--- config.mk ---
export PLATFORM = sky130hd
export DESIGN_NAME = tick_counter_ctrl
export DESIGN_NICKNAME = d
export VERILOG_FILES = /design/src/rtl/tick_counter_ctrl_pkg.sv /design/src/rtl/tick_prescaler.sv /design/src/rtl/tick_counter_ctrl.sv
export SDC_FILE = /design/constraint.sdc
export NUM_CORES = 1
export LEC_CHECK = 0
export ABC_AREA = 1
export BUFFER_PORTS_ARGS = -buffer_cell sky130_fd_sc_hd__buf_2
export CORE_MARGIN = 2
export CORE_UTILIZATION = 25
export CTS_BUF_LIST = sky130_fd_sc_hd__clkbuf_4
export CTS_CLUSTER_SIZE = 10
export DETAILED_ROUTE_END_ITERATION = 16
export SLEW_MARGIN = 30
export SYNTH_ARGS = -nofsm -noshare
export SYNTH_HDL_FRONTEND = slang
export SYNTH_HIERARCHICAL = 1
export SYNTH_SLANG_ARGS = --single-unit
--- constraint.sdc ---
create_clock -name clk_in -period 7.3 [get_ports clk_in]
set_clock_uncertainty 0.1 [all_clocks]
set_input_delay 1.095 -clock clk_in [delete_from_list [all_inputs] [get_ports clk_in]]
set_output_delay 1.095 -clock clk_in [all_outputs]
set_load 0.1 [all_outputs]
--- src/rtl/tick_counter_ctrl_pkg.sv ---
// Shared state encoding and default widths for the board counter run-control block.
package tick_counter_ctrl_pkg;

  typedef enum logic [1:0] {
    S_IDLE  = 2'd0,
    S_RUN   = 2'd1,
    S_PAUSE = 2'd2
  } state_t;

  localparam int unsigned DEF_DIV_W = 28;
  localparam int unsigned DEF_CNT_W = 8;
  localparam int unsigned DEF_DIV   = 8000000;

endpackage

--- src/rtl/tick_prescaler.sv ---
// Programmable timebase on clk_in: counts 0..div-1 while enabled.
// tick flags the terminal phase; the parent decides whether that phase is consumed.
module tick_prescaler
  import tick_counter_ctrl_pkg::*;
#(
  parameter int unsigned DIV_W = DEF_DIV_W
) (
  input  logic             clk_in,
  input  logic             rst,
  input  logic             en,
  input  logic             clr,
  input  logic [DIV_W-1:0] div,
  output logic             tick
);

  logic [DIV_W-1:0] cnt;

  // div is never below 1, so div-1 cannot underflow
  assign tick = (cnt >= (div - DIV_W'(1)));

  always_ff @(posedge clk_in or posedge rst) begin
    if (rst) begin
      cnt <= '0;
    end else if (clr) begin
      cnt <= '0;
    end else if (en) begin
      cnt <= tick ? '0 : cnt + DIV_W'(1);
    end
  end

endmodule

--- src/rtl/tick_counter_ctrl.sv ---
// Run-control sequencer: IDLE/RUN/PAUSE FSM stepping an up/down display counter
// on single-cycle prescaler ticks; all logic stays on clk_in.
module tick_counter_ctrl
  import tick_counter_ctrl_pkg::*;
#(
  parameter int unsigned      DIV_W       = DEF_DIV_W,
  parameter int unsigned      CNT_W       = DEF_CNT_W,
  parameter logic [DIV_W-1:0] DEFAULT_DIV = DIV_W'(DEF_DIV)
) (
  input  logic             clk_in,
  input  logic             rst,
  input  logic             start,
  input  logic             stop,
  input  logic             clear,
  input  logic             up_down,
  input  logic             one_shot,
  input  logic             div_load,
  input  logic [DIV_W-1:0] div_value,
  input  logic [CNT_W-1:0] max_value,
  output logic             tick,
  output logic [CNT_W-1:0] count,
  output logic             running,
  output logic             paused,
  output logic             wrap,
  output logic             done
);

  localparam logic [DIV_W-1:0] RESET_DIV =
    (DEFAULT_DIV < DIV_W'(2)) ? DIV_W'(1) : DEFAULT_DIV;

  state_t           state, state_nx;
  logic [DIV_W-1:0] div_reg;
  logic             term;
  logic             pre_en, pre_clr;
  logic [CNT_W-1:0] count_nx;
  logic             tick_nx, wrap_nx, done_nx;

  tick_prescaler #(
    .DIV_W (DIV_W)
  ) u_prescaler (
    .clk_in (clk_in),
    .rst    (rst),
    .en     (pre_en),
    .clr    (pre_clr),
    .div    (div_reg),
    .tick   (term)
  );

  always_ff @(posedge clk_in or posedge rst) begin
    if (rst) state <= S_IDLE;
    else     state <= state_nx;
  end

  always_comb begin
    state_nx = state;
    count_nx = count;
    tick_nx  = 1'b0;
    wrap_nx  = 1'b0;
    done_nx  = 1'b0;
    pre_en   = 1'b0;
    pre_clr  = 1'b0;
    if (clear) begin
      state_nx = S_IDLE;
      count_nx = '0;
      pre_clr  = 1'b1;
    end else begin
      case (state)
        S_IDLE: begin
          if (!stop && start) begin
            state_nx = S_RUN;
            pre_clr  = 1'b1;
          end
        end
        S_RUN: begin
          // stop freezes the prescaler, except that a terminal phase is still consumed
          pre_en = !stop || term;
          if (stop) state_nx = S_PAUSE;
          if (term) begin
            tick_nx = 1'b1;
            if (up_down) begin
              if (count < max_value) begin
                count_nx = count + CNT_W'(1);
              end else if (one_shot) begin
                count_nx = max_value;
                done_nx  = 1'b1;
              end else begin
                count_nx = '0;
                wrap_nx  = 1'b1;
              end
            end else begin
              if (count != '0) begin
                count_nx = count - CNT_W'(1);
              end else if (one_shot) begin
                count_nx = '0;
                done_nx  = 1'b1;
              end else begin
                count_nx = max_value;
                wrap_nx  = 1'b1;
              end
            end
            if (done_nx) state_nx = S_IDLE;
          end
        end
        S_PAUSE: begin
          if (!stop && start) state_nx = S_RUN;
        end
        default: state_nx = S_IDLE;
      endcase
    end
  end

  always_ff @(posedge clk_in or posedge rst) begin
    if (rst) begin
      count   <= '0;
      tick    <= 1'b0;
      wrap    <= 1'b0;
      done    <= 1'b0;
      running <= 1'b0;
      paused  <= 1'b0;
      div_reg <= RESET_DIV;
    end else begin
      count   <= count_nx;
      tick    <= tick_nx;
      wrap    <= wrap_nx;
      done    <= done_nx;
      running <= (state_nx == S_RUN);
      paused  <= (state_nx == S_PAUSE);
      if (state == S_IDLE && div_load)
        div_reg <= (div_value < DIV_W'(2)) ? DIV_W'(1) : div_value;
    end
  end

endmodule
* Yosys cells after proc, flatten, opt, wreduce, memory -nomap -nowiden
Index checks and enable logic that the tools add are counted.
Widths: inputs -> output; s select.
** Word-level totals
- Input port bits :: 44
- Word-level logic and storage cells :: 74
- Output and inout bits :: 13
- Register bits :: 71
** Cells by class
- $lt $le $gt $ge :: 3
- Mux-type cells :: 43
- Reductions and logical operators :: 11
- Add/subtract/negate cells :: 4
- Equal/unequal tests :: 4
** Operator list (number)
- $mux 28 :: 4
- $mux 8 :: 8
- $add 28x1->28 const B :: 1
- $ge 28x28->1 :: 1
- $lt 28x2->1 const B :: 1
- $sub 28x1->28 const B :: 1
- $mux 1 :: 25
- $mux 2 :: 5
- $add 8x1->8 const B :: 1
- $lt 8x8->1 :: 1
- $reduce_bool 8->1 :: 1
- $sub 8x1->8 const B :: 1
- $reduce_bool 2->1 :: 3
- $eq 2x1->1 const B :: 2
- $eq 2x2->1 const B :: 2
- $pmux 2 s2 :: 1
- $logic_and 1x1->1 :: 2
- $logic_not 2->1 :: 1
- $reduce_and 2->1 :: 1
- $reduce_or 2->1 :: 1
- $logic_not 1->1 :: 1
- $logic_or 1x1->1 :: 1

* Depth between registers and ports, before layout
- Depth after elaboration :: 11
- Mapped depth :: 26
- Gate-level depth less buffers :: 25

* Cells and area by module
Netlist, hierarchy kept.
** By module, submodules not included
- tick_prescaler :: sequential area each 700.7 um2, cells each 438, times used 1, area an instance 3034.2 um2
- tick_counter_ctrl :: sequential area each 1084.8 um2, cells each 349, times used 1, area an instance 2572.5 um2

* Worst setup path before layout
Ideal clock, no wire load.
- Path type :: register -> register
- Start point :: register div_reg[0]
- End point :: register u_prescaler.cnt[11]
- Stages on the path, launching flop included :: 22
- Required time :: 7124 ps
- Arrival time :: 3086 ps
- Setup slack :: 4038 ps
- Library setup time :: 76 ps
- Period minus slack after synthesis :: 3262 ps
- Buffers on the path :: 2
- Cell sequence :: dfrtp_1 inv_1 ha_1 nand2_2 nor3_4 nand3_1 nor3_2 xor2_1 inv_1 ha_1 nand3_1 nor3_2 nor2b_1 nand2_1 nand2_1 inv_1 a21oi_1 nor2_1 clkbuf_1 clkbuf_1 nand2_1 o21ai_1
** Between the ends
- Cells in the longest elaborated chain, start to end :: 6
- Elaborated cells between the ends (all ways) :: 9
- Those cells by class :: add/sub: 1; order compare: 1; mux: 5; reduce/logical: 2
** RTL lines
- start: declaration :: RTL line tick_counter_ctrl.sv:32 : logic [DIV_W-1:0] div_reg;
- start signal: assignment :: RTL line tick_counter_ctrl.sv:129 : div_reg <= (div_value < DIV_W'(2)) ? DIV_W'(1) : div_value;
- $sub 28x1->28 :: RTL line tick_prescaler.sv:19 : assign tick = (cnt >= (div - DIV_W'(1)));
- $ge 28x28->1 :: RTL line tick_prescaler.sv:19
- net term :: RTL line tick_counter_ctrl.sv:33 : logic term;
- $logic_or 1x1->1 :: RTL line tick_counter_ctrl.sv:76 : pre_en = !stop || term;
- $mux 1 :: RTL line tick_counter_ctrl.sv:67 : case (state)
- $mux 1 :: RTL line tick_counter_ctrl.sv:62 : if (clear) begin
- net pre_en :: RTL line tick_counter_ctrl.sv:34 : logic pre_en, pre_clr;
- $reduce_bool 2->1 (no source line)
- end signal: assignment :: RTL line tick_prescaler.sv:27 : cnt <= tick ? '0 : cnt + DIV_W'(1);
- end: declaration :: RTL line tick_prescaler.sv:16 : logic [DIV_W-1:0] cnt;
The timed path passes the listed nets, and every way through them passes these cells. The select of a mux whose other input is x is not followed.
A chain may end at the register's enable or synchronous reset.

* Final worst setup path
- Start point :: register div_reg[0]
- End point :: register u_prescaler.cnt[14]
The elaborated chain is that of the path after synthesis.

==> results.ini <==
[routing]
firstDrtPassIters = 5
routed_wl_um = 14200
wl_per_cell_um = 12.6
vias_per_cell = 4.50
drt-initial-drc-count = 303
drtAntennaViolNets = 0
vias = 5059
drc = 0

[cts]
cts_max_level = 3
cts_setup_buffers = 0
ctsHoldBuffers = 0
clockBufferDepth = 2
cts_tree = built
clkTransAtPathRegs_ns = 0.12
clock-sinks = 71
cts.repair.resized = 0
root_buffer = clkbuf_4
worstSkewPairLatency_ns = 0.45
numCtsBuffers = 9

[worst_hold_path]
hold_path_startpoint = div_reg[22]
min_path_type = flip-flop to flip-flop
holdPathStages = 2
hold_end = div_reg[22]

[die]
die_area_um2 = 23600
initial_core_util_pct = 25.6
fp.dieH_um = 154
dieWidth_um = 154
io_pins = 57
num_rows = 54
core_um2 = 21900

[placed_design]
dpl.hpwl_um = 11300
placed_area_um2 = 6180
place_congestion = 0.837
port_buffers = 56

[status]
status = finished clean

[sta]
max_freq_mhz = 229
period_minus_slack_ns = 4.37
period_share_pct = 59.9
finalHoldViolations = 0
tightest_slew_ns = 0.746
rsz0062_at_grt = false
drv_slew = 0
finalSetupViolCount = 0
relSlewSlack_pct = 50.3
finalSetupTns_ns = 0

[global_route]
grt_overflow = 0
antenna_found_initial = 0
grt_usage_pct = 12.3
grt_pass1_wl_um = 23700
grt_pass1_vias = 4789
grt_start_max_net_pins = 44

[power_and_ir_drop]
p_leak_nw = 3.08
power.share.combinational_pct = 22.9
irDropWorstVdd_mv = 0.0711
power_frac_clock_pct = 27.4
p_int_mw = 0.611
p_total_mw = 0.932
p_switching_mw = 0.321
swShare_pct = 34.4
p_per_area_nw_per_um2 = 148
seq_power_share_pct = 49.7

[final_layout]
final_cell_mix = 250 x nand2_1, 76 x inv_1, 66 x nor2_1
drive_gt1_share_pct = 15.6
final_common_cell = nand2_1
syn_to_final_growth_pct = 12.6
fillers = 2454
diodes = 0
final_nets = 924
stdcell_area_um2 = 6310

[yosys]
syn_area_um2 = 5610
synth_cell_types = 39
yosysWarnings = 6
synthCells = 787
yosysTopAreaCellShare_pct = 28.6
ys_top_cells_by_area = dfrtp_1 29%, nand2_1 17%, ha_1 8.9%, inv_1 5.2%, xor2_1 4.7%
synthesis.nets = 871
syn_avg_cell_area_um2 = 7.12
synth_seq_area_share_pct = 31.8
synth_seq_cells = 71
yosys.area.top_type = dfrtp_1

[worst_setup_path]
worstPathRequired_ns = 7.55
crit_chain = inv_1, ha_1, nand2_2, nor3_4, nand3_1, nor3_2, xor2_1, inv_1, ha_1, nand3_1, nor3_2, nor2b_1, nand2_1, nand2_1, inv_1, a21oi_1, nor2_4, nor2_1, nand3_2, o21ai_1
cp-end-kind = flip-flop
crit_arrival_ns = 4.62
cp.buffers_inverters = 3
ff2ff_setup_slack_ns = 2.93
crit_start = div_reg[0]
cpMaxStageDelayCell = nand3_2
cpMostUsedCell = inv_1
r2r_start = div_reg[0]
crit_family = simple AND/OR/NAND/NOR gates
critical_path_class = flip-flop to flip-flop
crit_fanout = 29
cp-start-kind = flip-flop
r2r_cells = 20
r2r-end = u_prescaler/cnt[14]
max_stage_delay_ns = 0.49

[job]
cap_viol_max_count = 0

==> worst min-delay path: cells and delay by family, from the launching register on <==
| family | cells | cell delay, ns |
|---|---|---|
| DFF | 1 | 0.39 |
| and+or+nand+nor | 2 | 0.11 |
==> worst max-delay path by stage <==
stage          cells past startpoint                  end  slack, ns
6_report                          20  u_prescaler/cnt[14]       2.93
5_1_grt                           24   u_prescaler/cnt[6]       2.43
4_1_cts                           20  u_prescaler/cnt[14]       2.90
3_5_place_dp                      20   u_prescaler/cnt[6]       2.93
3_3_place_gp                      20  u_prescaler/cnt[10]       2.83
2_1_floorplan                     21  u_prescaler/cnt[11]       4.04
==> power by group through the flow <==
| stage | clock network [mW] | registers [mW] | logic (mW) |
|---|---|---|---|
| 5_1_grt | 0.280 | 0.468 | 0.250 |
| 2_1_floorplan | 0 | 0.462 | 0.159 |
| 3_3_place_gp | 0 | 0.470 | 0.211 |
| 6_report | 0.255 | 0.463 | 0.214 |
| 3_5_place_dp | 0 | 0.470 | 0.215 |
| 4_1_cts | 0.265 | 0.463 | 0.216 |
==> cell usage after synthesis, drive strengths merged <==
cell type  number
dfstp           7
buf             5
nor2           81
xnor2          25
clkinv          1
nor2b           1
nand4          15
dfrtp          64
inv            91
o21ai          51
o21a            1
nor3b           3
nand3          47
o22ai           1
a21o            5
nor3           16
and2            1
o31ai           1
nand2         258
nor4            5
nand3b          1
ha             40
a21oi          27
xor2           30
clkbuf         10
==> through the flow <==
| stage | worst slack [ns] | hold slack, ns | std cells | utilization (%) |
|---|---|---|---|---|
| finish | 2.93 | 0.389 | 1125 | 28.8 |
| global route | 2.43 | 0.406 | 1125 | 28.8 |
| CTS | 2.90 | 0.385 | 1125 | 28.8 |
| detailed placement | 2.93 | 0.369 | 1109 | 28.2 |
| global placement | 2.83 | 0.360 | 1109 | 28.2 |
| floorplan | 4.04 | 0.348 | 787 | - |
==> per-layer routing <==
layer | vias up | GRT usage [%] | wire length, µm | share of wire (%)
li1 | 2619 | - | - | -
met1 | 2334 | 16.3 | 6750 | 48
met2 | 92 | 20.4 | 6670 | 47
met3 | 14 | 2.06 | 510 | 3.6
met4 | 0 | 4.24 | 257 | 1.8
met5 | - | 0 | 0 | 0
==> logic make-up after synthesis <==
| family | share of synthesized area (%) |
|---|---|
| AO/OA/AOI/OAI | 8.08 |
| XOR/XNOR | 8.59 |
| adder cells (fa/ha/maj) | 8.93 |
| buffers and inverters | 7.48 |
| flip-flops | 31.8 |
| AND/OR/NAND/NOR | 35.1 |
==> final cells by class <==
type                    count  area [µm²]  area share (%)
multi-input cells         609        3410            54.0
inverters                  92         347            5.49
clock inverters             6        60.1           0.951
clock buffers              10        75.1            1.19
well taps                 280         350            5.55
flip-flops and latches     71        1790            28.3
repair buffers             57         288            4.56
Note: power is estimated with default switching activity, not from simulation.
